===== config.mk =====
export PLATFORM = sky130hd
export DESIGN_NAME = sipo_frame_rx
export DESIGN_NICKNAME = d
export VERILOG_FILES = /design/src/rtl/sipo_frame_rx.sv
export SDC_FILE = /design/constraint.sdc
export NUM_CORES = 1
export LEC_CHECK = 0
export ABC_CLOCK_PERIOD_IN_PS = 2000
export CAP_MARGIN = 20
export CORE_AREA = 2 2 39 41
export CTS_BUF_LIST = sky130_fd_sc_hd__clkbuf_4
export DETAILED_ROUTE_END_ITERATION = 8
export DIE_AREA = 0 0 41 43
export GPL_ROUTABILITY_DRIVEN = 0
export GPL_TIMING_DRIVEN = 0
export PLACE_DENSITY = 0.76
export SLEW_MARGIN = 20
export SYNTH_ARGS = -nofsm -noshare
export SYNTH_HDL_FRONTEND = slang
export SYNTH_SLANG_ARGS = --single-unit
export TNS_END_PERCENT = 30

===== constraint.sdc =====
create_clock -name clk -period 2 [get_ports clk]
set_input_delay 0.5 -clock clk [delete_from_list [all_inputs] [get_ports clk]]
set_output_delay 0.5 -clock clk [all_outputs]
set_load 0.05 [all_outputs]

===== src/rtl/sipo_frame_rx.sv =====
// sipo_frame_rx: serial-to-parallel word receiver with double-buffered, handshaked output
module sipo_frame_rx #(
  parameter int N  = 4,
  parameter int CW = $clog2(N)
) (
  input  logic          clk,
  input  logic          rst_n,
  input  logic          shift_en,
  input  logic          sin,
  input  logic          msb_first,
  output logic [N-1:0]  pout,
  output logic          pout_valid,
  input  logic          pout_ready,
  output logic          overrun,
  input  logic          clr_ovr,
  output logic          busy,
  output logic [CW-1:0] bit_cnt
);
  typedef enum logic {IDLE, RECV} state_t;
  state_t        state, state_nxt;
  logic [N-1:0]  sr, sr_nxt, pout_nxt;
  logic [CW-1:0] cnt_nxt;
  logic          ord, ord_now, last, load, drop, pv_nxt;

  assign busy = (state == RECV);

  // next state, shift, bit counting and holding-register decisions
  always_comb begin
    ord_now   = (state == IDLE && shift_en) ? msb_first : ord;
    sr_nxt    = shift_en ? (ord_now ? {sr[N-2:0], sin} : {sin, sr[N-1:1]}) : sr;
    last      = shift_en && bit_cnt == CW'(N-1);
    cnt_nxt   = shift_en ? (last ? '0 : bit_cnt + CW'(1)) : bit_cnt;
    state_nxt = state;
    if (state == IDLE && shift_en) state_nxt = RECV;
    else if (last) state_nxt = IDLE;
    load      = last && (!pout_valid || pout_ready);
    drop      = last && pout_valid && !pout_ready;
    pout_nxt  = load ? sr_nxt : pout;
    pv_nxt    = load | (pout_valid & ~pout_ready);
  end

  // state registers; reset drops any partial or held word
  always_ff @(posedge clk or negedge rst_n) begin
    if (!rst_n) begin
      state      <= IDLE;
      sr         <= '0;
      bit_cnt    <= '0;
      ord        <= 1'b1;
      pout       <= '0;
      pout_valid <= 1'b0;
      overrun    <= 1'b0;
    end else begin
      state      <= state_nxt;
      sr         <= sr_nxt;
      bit_cnt    <= cnt_nxt;
      ord        <= ord_now;
      pout       <= pout_nxt;
      pout_valid <= pv_nxt;
      overrun    <= drop | (overrun & ~clr_ovr);
    end
  end
endmodule


==> results.cfg, run 1 <==
[yosys]
synth-edff-count = 0
synthesis.yosys.warnings = 0
synth_top_cell_by_area = sky130_fd_sc_hd__dfrtp_1
yosys-top-cells-area = sky130_fd_sc_hd__dfrtp_1 (54%), sky130_fd_sc_hd__mux2i_1 (13%), sky130_fd_sc_hd__dfstp_2 (4.3%)
proportion_of_synthesized_chip_area_in_sequential_cells = 0.5806
synthTopCellsByCount = sky130_fd_sc_hd__dfrtp_1 (13), sky130_fd_sc_hd__mux2i_1 (8), sky130_fd_sc_hd__inv_1 (6), sky130_fd_sc_hd__nor2_1 (5), sky130_fd_sc_hd__a21oi_1 (4)
ys_dominant_reg_cell = sky130_fd_sc_hd__dfrtp_1
synth_top_cell_area_share = 0.5372
synth_fp_nets = 60
yosysUniqueCellTypes = 18
synthesis.area_per_instance_um2 = 11.65
postSynthRegisterBits = 14
async_flop_share = 1.000
synth.most_common_cell = sky130_fd_sc_hd__dfrtp_1
syn_inst = 52
syn-cell-area_um2 = 605.6

[setup_path]
crit_buf_inv = 1
endpoint_kind = output port
crit_fanout = 2
worst_ep_required_time_ns = 1.50
cp_slowest_stage_delay_ns = 0.80
worst-endpoint-arrival_ns = 1.44
cpMaxStageDelayCell = sky130_fd_sc_hd__clkdlybuf4s50_1
crit_path_cell_trace = clkdlybuf4s50_1
worst-setup-path-type = flip-flop to output port
critical_path_cell_count = 1
crit_family = buffers and inverters
ff2ff_path_depth = 5
timing.critical_path.from_type = flip-flop

[cells_and_area]
layout-area-overhead-vs-synth_pct = 32.85
final_layout_size_suffix_gt1_frac = 0.1268
diodes = 0
layout.cells.non_filler = 87
nNetsFinal = 80

[floorplan]
std_cell_rows = 14
dieHeight_um = 43
top_level_ports = 16
starting_density = 0.4376
fp.coreArea_mm2 = 0.001384
die_area_mm2 = 0.001763
die_x_um = 41

[timing]
finalSetupViolations = 0
worstMarginPinSlew_ns = 0.6023
finalHoldViolations = 0
relative_slew_margins = 0.5972
fin_crit_share = 0.9692
finalCriticalPeriod_ns = 1.938
rsz0062_at_grt = false
fmax_ghz = 0.5159
finalSetupTns_ns = 0
hold-worst-slack_ns = 0.5297
maxSlewViolCount = 0
worst_clock_skew_ns = 0.002228
setup_slack_ns = 0.06170

[clock_network]
htreeDepth = 1
worst_skew_pair.late_latency_ns = 0.28
cts_setup_buffers = 0
cts_hold_repair.buffers = 0
tritoncts.num_buffers = 3
cts_root_buffer = sky130_fd_sc_hd__clkbuf_4
numClockSinks = 14
clkTransAtPathRegs_ns = 0.08
ctsLongestPathBuffers = 2
tritoncts = done

[pwr]
peakVddDrop_mv = 0.9514
power_uw = 1366
power_density_mw_per_mm2 = 1698
leak_uw = 0.0003916

[global_route]
grt_antenna_before_repair = 0
first_global_vias = 401
grt_max_degree = 15
grt_overflow = 0
track_usage = 0.1484
first_pass_grt_wire_length_mm = 1.642

[routing]
detail_route.vias_per_cell = 4.897
drt_first_iter_violations = 3
avgRoutedWirePerCell_um = 12.52
ant_nets = 0
dr_vias = 426
firstDrtPassIters = 2
route.final.wire_length_mm = 1.089
detail_route.drc_violations = 0

[place]
dp_slack_ns = 0.1688
dpl.cell_count = 83
port_buffers = 15
dpl.hpwl_um = 837.6

[status]
status = finished, final reports clean

[hold_path]
hold-path-cell-count = 2
worstHoldPathType = flip-flop to flip-flop

[flow_run]
number_of_maximum_capacitance_constraint_violations = 0
[routing by layer]
metal	up-vias	global-route usage	wire length, um
met3	4	0.04712	71
met1	199	0.1610	454
met2	15	0.2219	522
met4	0	0.1200	40
met5	-	0	0
li1	208	-	-
[flip-flops by register name, indices dropped and copies added, names as in the netlist]
register    count
bit_cnt         2
busy            1
ord             1
overrun         1
pout            4
pout_valid      1
sr              4
[area by class of cell]
type	count	area, um2
plain buffers	2	7.507
clock buffers	3	22.52
clock inverters	1	3.754
fillers	131	579.3
inverters	6	22.52
multi-input cells	30	224.0
flip-flops and latches	14	351.6
well taps	16	20.02
repair buffers	15	152.6
[cell usage in the layout (no fill, tap or decap), types with 2 or more instances in the layout]
cell type,count
sky130_fd_sc_hd__a21oi_1,4
sky130_fd_sc_hd__dfrtp_1,13
sky130_fd_sc_hd__inv_1,6
sky130_fd_sc_hd__dlymetal6s2s_1,2
sky130_fd_sc_hd__nor2_1,5
sky130_fd_sc_hd__clkbuf_1,2
sky130_fd_sc_hd__dlygate4sd2_1,2
sky130_fd_sc_hd__mux2_2,2
sky130_fd_sc_hd__nand2_1,2
sky130_fd_sc_hd__mux2i_1,8
sky130_fd_sc_hd__clkbuf_4,3
sky130_fd_sc_hd__clkdlybuf4s50_1,11
[path summary, 6_finish.rpt]
check	slack, ns	start	endpoint
worst min-delay path	0.53	pout[1]$_DFFE_PN0P_	pout[1]$_DFFE_PN0P_
max in group asynchronous	1.01	rst_n	bit_cnt[0]$_DFFE_PN0P_
worst max register to register	0.63	bit_cnt[0]$_DFFE_PN0P_	pout[2]$_DFFE_PN0P_
worst max-delay path	0.06	pout[3]$_DFFE_PN0P_	pout[3]
min in group asynchronous	0.60	rst_n	pout[3]$_DFFE_PN0P_
worst min register to register	0.53	pout[1]$_DFFE_PN0P_	pout[1]$_DFFE_PN0P_
[tightest hold or removal path, cell delays in order (launching register included)]
cell and delay [ns]:
sky130_fd_sc_hd__dfrtp_1 0.38, sky130_fd_sc_hd__inv_1 0.05, sky130_fd_sc_hd__mux2i_1 0.06
[report_power, final]
part / internal (uW) / total, uW / switching, uW / leakage (uW)
Combinational: 268 / 711 / 442 / 0.000220
Clock: 72.3 / 161 / 88.7 / 0.0000154
Sequential: 413 / 494 / 81.4 / 0.000156
[kinds of logic after synthesis]
logic type / share of synthesized area
AO/OA/AOI/OAI: 0.06612
adder cells (fa/ha/maj): 0.02066
buffers and inverters: 0.04959
flip-flops: 0.5806
multiplexers: 0.1921
AND/OR/NAND/NOR: 0.09094
[stage by stage]
stage	instance area, um2	util
3_5_place_dp	775.7	0.5606
3_3_place_gp	775.7	0.5606
5_1_grt	804.5	0.5814
2_1_floorplan	605.6	-
6_report	804.5	0.5814
4_1_cts	799.5	0.5778
[timing repair]
action,CTS,global route
cloned,0,0
setup endpoints to repair,2,2
resized for setup,2,2
No activity file was read; power rests on OpenSTA's default activity.
==> run 2: changes to the inputs <==
Settings changed: CORE_AREA 2 2 39 41 to unset, CORE_UTILIZATION set to 40, DIE_AREA 0 0 41 43 to unset, PLACE_DENSITY 0.76 to 0.68.
==> results.cfg, run 2 (synthesized netlist as in run 1, its figures left out) <==
[setup_path]
crit_fanout = 3
endpoint_kind = output port
worst-endpoint-arrival_ns = 1.46
worst_ep_required_time_ns = 1.50
crit_path_cell_trace = clkdlybuf4s50_1
cp_slowest_stage_delay_ns = 0.81
crit_family = buffers and inverters
cpMaxStageDelayCell = sky130_fd_sc_hd__clkdlybuf4s50_1
worst-setup-path-type = flip-flop to output port
timing.critical_path.from_type = flip-flop
crit_buf_inv = 1

[floorplan]
top_level_ports = 16
dieHeight_um = 40.91
starting_density = 0.4486
std_cell_rows = 13
fp.coreArea_mm2 = 0.001350
die_x_um = 40.91
die_area_mm2 = 0.001674

[global_route]
first_pass_grt_wire_length_mm = 1.566
track_usage = 0.1505
grt_antenna_before_repair = 0
grt_max_degree = 15
grt_overflow = 0
first_global_vias = 374

[timing]
rsz0062_at_grt = false
maxSlewViolCount = 0
relative_slew_margins = 0.5779
finalSetupViolations = 0
fin_crit_share = 0.9811
finalHoldViolations = 0
finalCriticalPeriod_ns = 1.962
fmax_ghz = 0.5096
worstMarginPinSlew_ns = 0.6311
worst_clock_skew_ns = 0.006090
finalSetupTns_ns = 0

[routing]
detail_route.drc_violations = 0
ant_nets = 0
route.final.wire_length_mm = 1.039
avgRoutedWirePerCell_um = 12.08
firstDrtPassIters = 2
detail_route.vias_per_cell = 4.814
dr_vias = 414
drt_first_iter_violations = 3

[place]
port_buffers = 15
dpl.cell_count = 82
dpl.hpwl_um = 752.1

[pwr]
comb_power_share = 0.514
clkPwrFrac = 0.128
peakVddDrop_mv = 0.9967
netSwitchingPower_uw = 602.6
internal-power_uw = 778.8
swShare = 0.4362
power_density_mw_per_mm2 = 1714
share_of_total_power_in_sequential_cells = 0.358
leak_uw = 0.0003736

[status]
status = finished, final reports clean

[clock_network]
numClockSinks = 14
tritoncts = done
clkTransAtPathRegs_ns = 0.08
ctsLongestPathBuffers = 2
tritoncts.num_buffers = 3
htreeDepth = 1
worst_skew_pair.late_latency_ns = 0.27
cts_hold_repair.buffers = 0
cts_root_buffer = sky130_fd_sc_hd__clkbuf_4

[cells_and_area]
diodes = 0
layout_top_registers = pout x4, sr x4, bit_cnt x2
nNetsFinal = 80
layout.cells.non_filler = 86
final_layout_size_suffix_gt1_frac = 0.1408
layout_common_cells = sky130_fd_sc_hd__dfrtp_1 (13), sky130_fd_sc_hd__clkdlybuf4s50_1 (13), sky130_fd_sc_hd__mux2i_1 (8)
layout-area-overhead-vs-synth_pct = 33.06

[flow_run]
number_of_maximum_capacitance_constraint_violations = 0

[hold_path]
worstHoldPathType = flip-flop to flip-flop
## run 2: final timing paths
| path | from | endpoint | slack (ns) | depth (start not counted) |
|---|---|---|---|---|
| setup / recovery | bit_cnt[1]$_DFFE_PN0P_ | bit_cnt[1] | 0.04 | 1 |
| hold / removal | pout[1]$_DFFE_PN0P_ | pout[1]$_DFFE_PN0P_ | 0.52 | 2 |
| setup reg to reg | bit_cnt[0]$_DFFE_PN0P_ | pout[2]$_DFFE_PN0P_ | 0.62 | 5 |
| hold reg to reg | pout[1]$_DFFE_PN0P_ | pout[1]$_DFFE_PN0P_ | 0.52 | 2 |
| max in group asynchronous | rst_n | sr[3]$_DFF_PN0_ | 0.98 | 1 |
| min in group asynchronous | rst_n | pout[0]$_DFFE_PN0P_ | 0.61 | 1 |
## run 2: power by group through the flow
stage          Clock, uW  Combinational [uW]  Sequential, uW
2_1_floorplan          0                 247             755
3_3_place_gp           0                 715             496
3_5_place_dp           0                 723             501
4_1_cts              186                 720             496
5_1_grt              200                 760             510
6_report             176                 710             495
## run 2: what timing repair did
action / 4_1_cts / 5_1_grt
resized for setup: 1 / 1
endpoints found under the setup margin: 1 / 1
buffers inserted: 0 / 0
cloned: 0 / 0
## run 2: layer usage
layer / GRT usage / up-vias / wire, um
li1: - / 209 / -
met1: 0.1877 / 192 / 496
met2: 0.2188 / 11 / 477
met3: 0.03261 / 2 / 53
met4: 0.1250 / 0 / 11
met5: 0 / - / 0
## run 2: cell type report
cell class	count	area (um2)
Tap cell	15	18.77
Multi-Input combinational cell	30	224.0
Timing Repair Buffer	15	151.4
Clock buffer	4	30.03
Buffer	2	7.507
Inverter	6	22.52
Fill cell	111	544.3
Sequential cell	14	351.6
## run 2: metrics by stage
step	total power [uW]	hold slack [ns]	setup slack [ns]	instance area [um2]	utilization
finish	1381	0.5221	0.03786	805.8	0.5968
global route	1470	0.5485	0.006861	805.8	0.5968
CTS	1401	0.5261	0.002694	803.3	0.5950
detailed placement	1223	0.5131	0.1255	774.5	0.5737
global placement	1211	0.5027	0.1606	774.5	0.5737
floorplan	1002	0.2044	0.4187	605.6	-
==> patch: new RTL, config.mk and constraints of run 1 <==
Set the parameter `N` to 2 (it was 4).
--- a/src/rtl/sipo_frame_rx.sv
+++ b/src/rtl/sipo_frame_rx.sv
@@ -1,6 +1,6 @@
 // sipo_frame_rx: serial-to-parallel word receiver with double-buffered, handshaked output
 module sipo_frame_rx #(
-  parameter int N  = 4,
+  parameter int N  = 2,
   parameter int CW = $clog2(N)
 ) (
   input  logic          clk,
Interface: changed (resized bit_cnt and pout); port bits go from 16 to 13. No check against the original RTL was run, so the function may have changed too.
==> patch against run 1 <==
  * Setup slack gained 0.029 ns
  * Synthesized cell count shrank 38%
  * Power shrank 33%
  * Utilization shrank 19 points
  * Area after synthesis shrank 37%
  * Non-clock buffer count shrank 5
  * Fmax grew 1.5%
  * Sequential cell count shrank 5
  * Critical endpoint is now pout_valid
  * Routed wire length shrank 45%
  * Final area shrank 33%
  * Global-route usage shrank 5.8 points
==> patch: results (changes against run 1) <==
flops & latches, synth=9 (was 14); Clk Latency, worst-skew pair=0.25 ns (was 0.28 ns); WL met2=272 um (was 522 um); critical path startpoint=pout_valid (was pout[3]); met1 Usage GRT=14.2% (was 16.1%); clock buf count=4 (was 3); Worst Hold Class=in2reg (was reg2reg); Non-Clock Buffer Area Fraction=21.2% (was 19.9%); IO buf count=11 (was 15); clock skew=0.000244 ns (was 0.00223 ns); top cells by area, synth=dfrtp_1, mux2i_1, dfstp_2 (unchanged); met3 WL=40 um (was 71 um); Place WS=0.270 ns (was 0.169 ns); Setup crit end=pout_valid (was pout[3]); CTS clk-pin slew, worst paths=0.06 ns (was 0.08 ns); layout cells sized above 1=19.1% (was 12.7%); critical path data arrival time=1.41 ns (was 1.44 ns); wl on met1=278 um (was 454 um); count of non-CTS inverters in the layout=3 (was 6); Max VDD drop=626 uV (was 951 uV); clk tree area frac=5.54% (was 3.27%); Reg2Reg Setup Slack=0.80 ns (was 0.63 ns); comb_multi_in=19 (was 30); status=complete, no violations (unchanged); Critical R2R Capture=pout[0] (was pout[2]); worst reg2reg path depth=3 (was 5); sequential fraction of the synthesis area=59.0% (was 58.1%); hold path startpoint=shift_en (was pout[1]); fraction of area in multi-input gates=25.6% (was 27.8%); GRT Total Usage=9.07% (was 14.8%); worst hold endpoint=sr[1] (was pout[1]); Yosys cell types=17 (was 18); R2R Path Start=busy (was bit_cnt[0]); Pre-Repair DR Iteration Count=3 (was 2); grt met3 use=1.57% (was 4.71%); Register Area=226 um^2 (was 352 um^2); grt met2 use=10.0% (was 22.2%); placed cell count=59 (was 83); first-pass GRT wire length=1.06 mm (was 1.64 mm); Largest regs=pout x2, sr x2 (was pout x4, sr x4, bit_cnt x2); Finished Layout Cells=63 (was 87); vias in the first global route=256 (was 401); Post-Synthesis Net Count=39 (was 60); DRT Wirelength=595 um (was 1.09 mm); Leak Pwr=0.243 nW (was 0.392 nW); bufs w/o clock=12 (was 17)
[patch: per-stage QoR]
step	power, W	area, um^2	util, %	hold slack, ns
finish	0.000916	542	39.2	0.480
global route	0.000975	542	39.2	0.496
CTS	0.000932	542	39.2	0.477
detailed placement	0.000790	514	37.2	0.512
global placement	0.000783	514	37.2	0.505
floorplan	0.000646	384	-	0.204
[patch: kinds of logic (layout without fill, tap and decap cells)]
kind of cell	count (synthesis)	count (layout)	share of synthesized area, %
AOI/OAI and AO/OA	4	4	6.19
xor gates and xnor gates	1	1	2.28
buffers and inverters	4	19	4.89
DFF	9	9	59.0
muxes	6	6	16.9
and+or+nand+nor	8	8	10.8
[patch: power by group through the flow]
stage | combinational (W) | clock (W) | sequential, W
detailed placement | 0.000461 | 0 | 0.000329
global route | 0.000470 | 0.000165 | 0.000340
global placement | 0.000457 | 0 | 0.000326
CTS | 0.000448 | 0.000157 | 0.000327
finish | 0.000442 | 0.000150 | 0.000323
floorplan | 0.000141 | 0 | 0.000506
